`src/rtl/pb_boot_seq_pkg.sv`:
```
`default_nettype none
// ============================================================================
// Module      : pb_boot_seq_pkg
// Description : Shared types and default constants for the boot sequencer:
//               sequencer state encoding, boot-mode encoding and the default
//               memory-mapped register addresses of the boot target.
// Revision    : 1.0 - initial release
// ============================================================================
package pb_boot_seq_pkg;

    // Sequencer states, explicitly encoded on 4 bits
    typedef enum logic [3:0] {
        ST_IDLE      = 4'd0,
        ST_WAIT_PRE  = 4'd1,
        ST_WR_ENTRY  = 4'd2,
        ST_WR_WAKE   = 4'd3,
        ST_POLL_WAIT = 4'd4,
        ST_POLL_REQ  = 4'd5,
        ST_POLL_RESP = 4'd6,
        ST_DONE      = 4'd7,
        ST_ERROR     = 4'd8
    } boot_state_e;

    // Boot source selected at start time
    typedef enum logic [1:0] {
        IDLE_PRELOAD = 2'd0,
        SDCARD       = 2'd1,
        AUTO_SPI     = 2'd2,
        AUTO_I2C     = 2'd3
    } boot_mode_e;

    // Default register map of the boot target
    localparam logic [47:0] c_scratch_addr   = 48'h0300_0000;
    localparam logic [47:0] c_entry_addr     = 48'h0300_0008;
    localparam logic [47:0] c_wake_addr      = 48'h0300_0010;

    // Default watchdog length and the exit code reported when it fires
    localparam logic [31:0] c_timeout_cycles = 32'd10_000_000;
    localparam logic [31:0] c_timeout_code   = 32'hFFFF_FFFF;

endpackage
`default_nettype wire

```
`src/rtl/pb_boot_seq_timer.sv`:
```
`default_nettype none
// ============================================================================
// Module      : pb_boot_seq_timer
// Description : Up-counting interval timer. i_load restarts the count at zero,
//               i_enable advances it, o_expire flags the enabled cycle in which
//               the count reaches i_terminal (i.e. after i_terminal+1 cycles).
// Revision    : 1.0 - initial release
// ============================================================================
module pb_boot_seq_timer #(
    parameter int unsigned WIDTH = 32
) (
    input  logic             clk_i,
    input  logic             rst_ni,
    input  logic             i_load,
    input  logic             i_enable,
    input  logic [WIDTH-1:0] i_terminal,
    output logic             o_expire
);

    logic [WIDTH-1:0] r_count;

    // Count register: load has priority so the owner can hold it at zero
    always_ff @(posedge clk_i) begin
        if (!rst_ni) begin
            r_count <= '0;
        end else if (i_load) begin
            r_count <= '0;
        end else if (i_enable) begin
            r_count <= r_count + WIDTH'(1);
        end
    end

    assign o_expire = i_enable && (r_count == i_terminal);

endmodule
`default_nettype wire

```
`src/rtl/pb_boot_seq.sv`:
```
`default_nettype none
// ============================================================================
// Module      : pb_boot_seq
// Description : Boot sequencer. Optionally writes the entry point and wake-up
//               registers of a core, then polls a scratch register until its
//               end-of-computation bit is set and reports the exit code.
//               Define PB_BOOT_SEQ_TIMEOUT_EN to add a watchdog that aborts a
//               busy sequence after TimeoutCycles cycles.
// Revision    : 1.0 - initial release
// ============================================================================
module pb_boot_seq
    import pb_boot_seq_pkg::*;
#(
    parameter int unsigned          AddrWidth    = 48,
    parameter int unsigned          DataWidth    = 64,
    parameter logic [AddrWidth-1:0] ScratchAddr  = AddrWidth'(c_scratch_addr),
    parameter logic [AddrWidth-1:0] EntryAddr    = AddrWidth'(c_entry_addr),
    parameter logic [AddrWidth-1:0] WakeAddr     = AddrWidth'(c_wake_addr),
    parameter int unsigned          PollInterval = 1024
`ifdef PB_BOOT_SEQ_TIMEOUT_EN
    ,
    parameter logic [31:0]          TimeoutCycles = c_timeout_cycles
`endif
) (
    input  logic                 clk_i,
    input  logic                 rst_ni,
    input  logic                 start_i,
    input  logic [1:0]           boot_mode_i,
    input  logic                 preload_done_i,
    input  logic [AddrWidth-1:0] entry_i,
    output logic                 req_o,
    input  logic                 gnt_i,
    output logic [AddrWidth-1:0] addr_o,
    output logic                 we_o,
    output logic [DataWidth-1:0] wdata_o,
    input  logic                 rvalid_i,
    input  logic [DataWidth-1:0] rdata_i,
    output logic                 busy_o,
    output logic                 done_o,
    output logic [31:0]          exit_code_o,
    output logic                 error_o
);

    localparam logic [31:0] c_poll_terminal = 32'(PollInterval - 1);

    boot_state_e          r_state;
    boot_state_e          w_state_next;
    logic [AddrWidth-1:0] r_entry;
    logic [31:0]          r_exit_code;
    logic                 w_busy;
    logic                 w_start_accept;
    logic                 w_poll_expire;
    logic                 w_timeout;
    logic                 w_eoc;
    logic                 w_unused_rdata;

    assign w_busy         = !(r_state inside {ST_IDLE, ST_DONE, ST_ERROR});
    assign w_start_accept = start_i && !w_busy;
    // A response is only taken in POLL_RESP, so one arriving with the grant is dropped
    assign w_eoc          = (r_state == ST_POLL_RESP) && rvalid_i && rdata_i[0];
    // Only bits [32:0] of the scratch word carry meaning
    assign w_unused_rdata = ^rdata_i[DataWidth-1:33];

    // Poll interval: held at zero outside POLL_WAIT so every wait starts fresh
    pb_boot_seq_timer #(
        .WIDTH      (32)
    ) u_poll_timer (
        .clk_i      (clk_i),
        .rst_ni     (rst_ni),
        .i_load     (r_state != ST_POLL_WAIT),
        .i_enable   (r_state == ST_POLL_WAIT),
        .i_terminal (c_poll_terminal),
        .o_expire   (w_poll_expire)
    );

`ifdef PB_BOOT_SEQ_TIMEOUT_EN
    localparam logic [31:0] c_timeout_terminal = TimeoutCycles - 32'd1;

    // Watchdog: runs across every busy state, cleared whenever the sequencer rests
    pb_boot_seq_timer #(
        .WIDTH      (32)
    ) u_timeout_timer (
        .clk_i      (clk_i),
        .rst_ni     (rst_ni),
        .i_load     (!w_busy),
        .i_enable   (w_busy),
        .i_terminal (c_timeout_terminal),
        .o_expire   (w_timeout)
    );
`else
    assign w_timeout = 1'b0;
`endif

    // State register
    always_ff @(posedge clk_i) begin
        if (!rst_ni) begin
            r_state <= ST_IDLE;
        end else begin
            r_state <= w_state_next;
        end
    end

    // Next-state decode; the watchdog overrides any busy-state transition
    always_comb begin
        w_state_next = r_state;
        case (r_state)
            ST_IDLE, ST_DONE, ST_ERROR: begin
                if (start_i) begin
                    case (boot_mode_e'(boot_mode_i))
                        IDLE_PRELOAD: w_state_next = ST_WAIT_PRE;
                        SDCARD:       w_state_next = ST_ERROR;
                        default:      w_state_next = ST_POLL_WAIT;
                    endcase
                end
            end
            ST_WAIT_PRE:  if (preload_done_i) w_state_next = ST_WR_ENTRY;
            ST_WR_ENTRY:  if (gnt_i)          w_state_next = ST_WR_WAKE;
            ST_WR_WAKE:   if (gnt_i)          w_state_next = ST_POLL_WAIT;
            ST_POLL_WAIT: if (w_poll_expire)  w_state_next = ST_POLL_REQ;
            ST_POLL_REQ:  if (gnt_i)          w_state_next = ST_POLL_RESP;
            ST_POLL_RESP: begin
                if (rvalid_i) begin
                    w_state_next = rdata_i[0] ? ST_DONE : ST_POLL_WAIT;
                end
            end
            default:      w_state_next = ST_IDLE;
        endcase
        if (w_timeout) begin
            w_state_next = ST_ERROR;
        end
    end

    // Entry point captured at start so the request stays stable while stalled
    always_ff @(posedge clk_i) begin
        if (!rst_ni) begin
            r_entry <= '0;
        end else if (w_start_accept) begin
            r_entry <= entry_i;
        end
    end

    // Exit code: cleared by an accepted start, set by EOC or watchdog expiry
    always_ff @(posedge clk_i) begin
        if (!rst_ni) begin
            r_exit_code <= '0;
        end else if (w_start_accept) begin
            r_exit_code <= '0;
        end else if (w_timeout) begin
            r_exit_code <= c_timeout_code;
        end else if (w_eoc) begin
            r_exit_code <= rdata_i[32:1];
        end
    end

    // Output decode: bus fields are driven only in request states, zero elsewhere
    always_comb begin
        req_o   = 1'b0;
        we_o    = 1'b0;
        addr_o  = '0;
        wdata_o = '0;
        busy_o  = w_busy;
        done_o  = (r_state == ST_DONE);
        error_o = (r_state == ST_ERROR);
        case (r_state)
            ST_WR_ENTRY: begin
                req_o   = 1'b1;
                we_o    = 1'b1;
                addr_o  = EntryAddr;
                wdata_o = DataWidth'(r_entry);
            end
            ST_WR_WAKE: begin
                req_o   = 1'b1;
                we_o    = 1'b1;
                addr_o  = WakeAddr;
                wdata_o = DataWidth'(1);
            end
            ST_POLL_REQ: begin
                req_o   = 1'b1;
                addr_o  = ScratchAddr;
            end
            default: ;
        endcase
    end

    assign exit_code_o = r_exit_code;

endmodule
`default_nettype wire

```
`config.mk`:
```
export PLATFORM = sky130hd
export DESIGN_NAME = pb_boot_seq
export DESIGN_NICKNAME = d
export VERILOG_FILES = /design/src/rtl/pb_boot_seq_pkg.sv /design/src/rtl/pb_boot_seq_timer.sv /design/src/rtl/pb_boot_seq.sv
export SDC_FILE = /design/constraint.sdc
export NUM_CORES = 1
export LEC_CHECK = 0
export CAP_MARGIN = 15
export CELL_PAD_IN_SITES_DETAIL_PLACEMENT = 1
export CELL_PAD_IN_SITES_GLOBAL_PLACEMENT = 1
export CORE_MARGIN = 10
export CORE_UTILIZATION = 29
export CTS_BUF_LIST = sky130_fd_sc_hd__clkbuf_8
export DETAILED_ROUTE_END_ITERATION = 7
export GPL_TIMING_DRIVEN = 0
export PLACE_DENSITY = 0.89
export SYNTH_ARGS = -nofsm -noshare
export SYNTH_HDL_FRONTEND = slang
export SYNTH_SLANG_ARGS = --single-unit
```
`constraint.sdc`:
```
create_clock -name clk_i -period 2.8 [get_ports clk_i]
set_input_delay 0.28 -clock clk_i [delete_from_list [all_inputs] [get_ports clk_i]]
set_output_delay 0.28 -clock clk_i [all_outputs]
set_load 0.005 [all_outputs]
```
==> impl_metrics.tcl <==
set metrics [dict create \
    status "finished clean" \
    area_delta_synth_final_pct 50.95 \
    drive_gt1_share_pct 12.51 \
    clk_path_buf_depth 2 \
    crit_buf_inv 3 \
    clk_pin_slew_ps 80 \
    synth_top_flop_cell "dfxtp_1" \
    combPwrFrac_pct 29.5 \
    synth-seq-cells 116 \
    via_per_inst 4.474 \
    cp_slowest_cell "clkdlybuf4s50_1" \
    via_count 5337 \
    syn-cell-area_um2 5484 \
    pwr-share-clk_pct 33.6 \
    intPower_mw 3.480 \
    yosysMostFrequentCell "nand2_1" \
    ir_drop_mv 0.2527 \
    yosys-top-cells-count "nand2_1 (180), dfxtp_1 (116), buf_4 (61)" \
    finalSetupViolCount 0 \
    clock-root-buffer "clkbuf_8" \
    synth_cell_types 41 \
    multiInputGateArea_um2 2755 \
    boundaryPins 269 \
    power_density_nw_per_um2 621.5 \
    seq_power_share_pct 36.9 \
    total_power_mw 5.145 \
    synth-seq-area-share_pct 42.35 \
    ff_latch_area_um2 2322 \
    crit_required_ps 2520 \
    grt_pass1_vias 5486 \
    cp_max_fo 10 \
    period_needed_ps 2653 \
    fin_skew_ps 9.432 \
    worst_slack_ps 147.1 \
    dp_hpwl_um 14970 \
    num-fill-cells 2270 \
    yosysWarnings 0 \
    hp-class "input pin to flip-flop" \
    antenna_found_initial 0 \
    finish.instance_area_um2 8278 \
    h-tree-depth 4 \
    track_usage_pct 14.95 \
    min_period_over_period_pct 94.75 \
    drtIter0Drc 179 \
    core_area_um2 18640 \
    switching_share_pct 32.36 \
    num_rows 50 \
    min_path_cells 3 \
    p_sw_mw 1.665 \
    initial_core_util_pct 29.42 \
    r2r_start "r_state[1]" \
    cap_violations 0 \
    reg2reg_to "r_entry[43]" \
    crit_type "flip-flop to output port" \
    arrival_ps 2370 \
    rsz0062_at_grt "no" \
    grt_pass1_wl_um 29120 \
    io_buffer_count 177 \
    synth_top_area_share_pct 42.35 \
    wl_um 19160 \
    nNetsFinal 1067 \
    hold_viol_final 0 \
    worst_slew_pin_slew_ps 563.5 \
    final_cells 1193 \
    worst_r2r_path_depth 8 \
    regToRegSetupSlack_ps 490 \
    n_antenna_cell 0 \
    async_flop_share_pct 0 \
    crit_cells 6 \
    routedWlPerCell_um 16.06 \
    numCtsBuffers 17 \
    worstHoldStart "rdata_i[16]" \
    cp-start-kind "flip-flop" \
    place_area_um2 7770 \
    die_x_um 157.5 \
    p_leak_nw 3.105 \
    dr.pass1.iters 5 \
    synth_cells 689 \
    grt_overflow_total 0 \
    cts_sinks 116 \
    detail-route-antenna-nets 0 \
    cts_tree "done" \
    cp_cell_sequence "buf_2, nand2b_4, nor3_4, clkbuf_2, and2_1, clkdlybuf4s50_1" \
    drcViolationCount 0 \
    gp_congestion 0.7988 \
    insertion_delay_ps 440 \
    synth_edf_count 0 \
    yosys-top-cells-area "dfxtp_1 (42%), nand2_1 (12%), buf_4 (8.4%)" \
    avgSynthCellArea_um2 7.959 \
    grt_max_degree 17 \
    holdPathEnd "exit_code_o[15]" \
    hold_buffers 0 \
    place_ws_ps -163.1 \
    cpPeakStageDelay_ps 510 \
    critical_path.top_delay_family "buffers and inverters" \
    fmax_mhz 376.9 \
    die_height_um 157.5 \
    slew_viol_final 0 \
    end_kind "output port" \
    placedCellCount 1159 \
    slew_headroom_pct 62.03 \
    die_area_um2 24810 \
    yosysTopAreaCell "dfxtp_1" \
]
-- final cells by class --
class                   count  share of cell area (%)
repair buffers            179                   21.58
flip-flops and latches    116                   28.05
clock inverters            13                   2.192
plain buffers             102                   7.966
inverters                   5                  0.2267
well taps                 234                   3.537
multi-input cells         525                   33.28
clock buffers              19                   3.159
-- per-layer routing --
layer  routed length [um]  share of wire, %  GRT usage, %
met4                  291               1.5         5.298
met2                 9839                51         26.85
met5                    0                 0             0
met3                 1194               6.2         3.985
met1                 7833                41         16.55
-- worst max path at each step --
stage                       startpoint           to  slack (ps)
2_1_floorplan  u_poll_timer.r_count[0]   r_state[0]         810
3_3_place_gp                r_state[2]  wdata_o[10]        -150
3_5_place_dp                r_state[2]  wdata_o[10]        -160
4_1_cts                     r_state[2]  wdata_o[39]           7
5_1_grt                     r_state[2]  wdata_o[22]          20
6_report                    r_state[2]  wdata_o[19]         150
-- state kept, by name (all words and copies together) (netlist names) --
name                  flops
r_entry                  48
u_poll_timer.r_count     32
exit_code_o              32
r_state                   4
-- kinds of logic (layout without fill, tap and decap cells) --
logic type | Yosys count | after routing | synth area share (%)
compound gates | 103 | 103 | 12.00
xor+xnor | 24 | 24 | 3.833
fa+ha+maj | 1 | 1 | 0.2281
buf+inv | 107 | 318 | 11.80
flops | 116 | 116 | 42.35
mux | 5 | 5 | 0.9127
other cells | 1 | 60 | 0.06838
simple gates | 332 | 332 | 28.82
-- through the flow --
step	hold slack [ps]	TNS [ps]	util (%)
finish	377.8	0	44.40
floorplan	416.0	0	-
global placement	441.2	-1175	41.68
detailed placement	449.1	-1329	41.68
global route	376.1	0	44.40
CTS	354.1	0	44.26
-- worst register-to-register path, delay by kind of cell (launching register included) --
family,cells,cell delay (ps)
simple gates,3,330
flops,1,320
compound gates,2,670
buf+inv,3,920
-- power by group through the flow --
stage / Sequential [mW] / Clock (mW) / Combinational [mW]
floorplan: 1.91 / 0 / 0.881
global placement: 1.93 / 0 / 1.43
detailed placement: 1.94 / 0 / 1.47
CTS: 1.90 / 1.78 / 1.51
global route: 1.93 / 1.86 / 1.69
finish: 1.90 / 1.73 / 1.52
-- placed cells by master, fill, tap and decap left out, types with 3 or more instances in the layout --
cell type / n
nand3_1: 8
conb_1: 60
nor2_1: 35
xnor2_1: 18
a21boi_0: 48
nand2b_1: 4
clkdlybuf4s50_1: 177
mux2i_1: 5
clkbuf_1: 23
a21oi_1: 40
and4_1: 3
nand4_1: 8
buf_1: 4
bufinv_16: 4
or3_1: 6
o21ai_0: 9
buf_4: 63
buf_2: 7
nand2_1: 180
nor3_1: 8
nor4_1: 13
clkinvlp_4: 5
and2_1: 49
dfxtp_1: 116
and3_1: 3
clkinv_2: 3
inv_1: 5
clkbuf_8: 20
xor2_1: 6
-- what timing repair did --
| action | in CTS | in global routing |
|---|---|---|
| resized for setup | 12 | 8 |
| setup buffers | 0 | 2 |
| setup endpoints to repair | 48 | 18 |
| pin swaps | 0 | 1 |
| hold endpoints to repair | 0 | 0 |
Power figures use the tool's default switching activity.
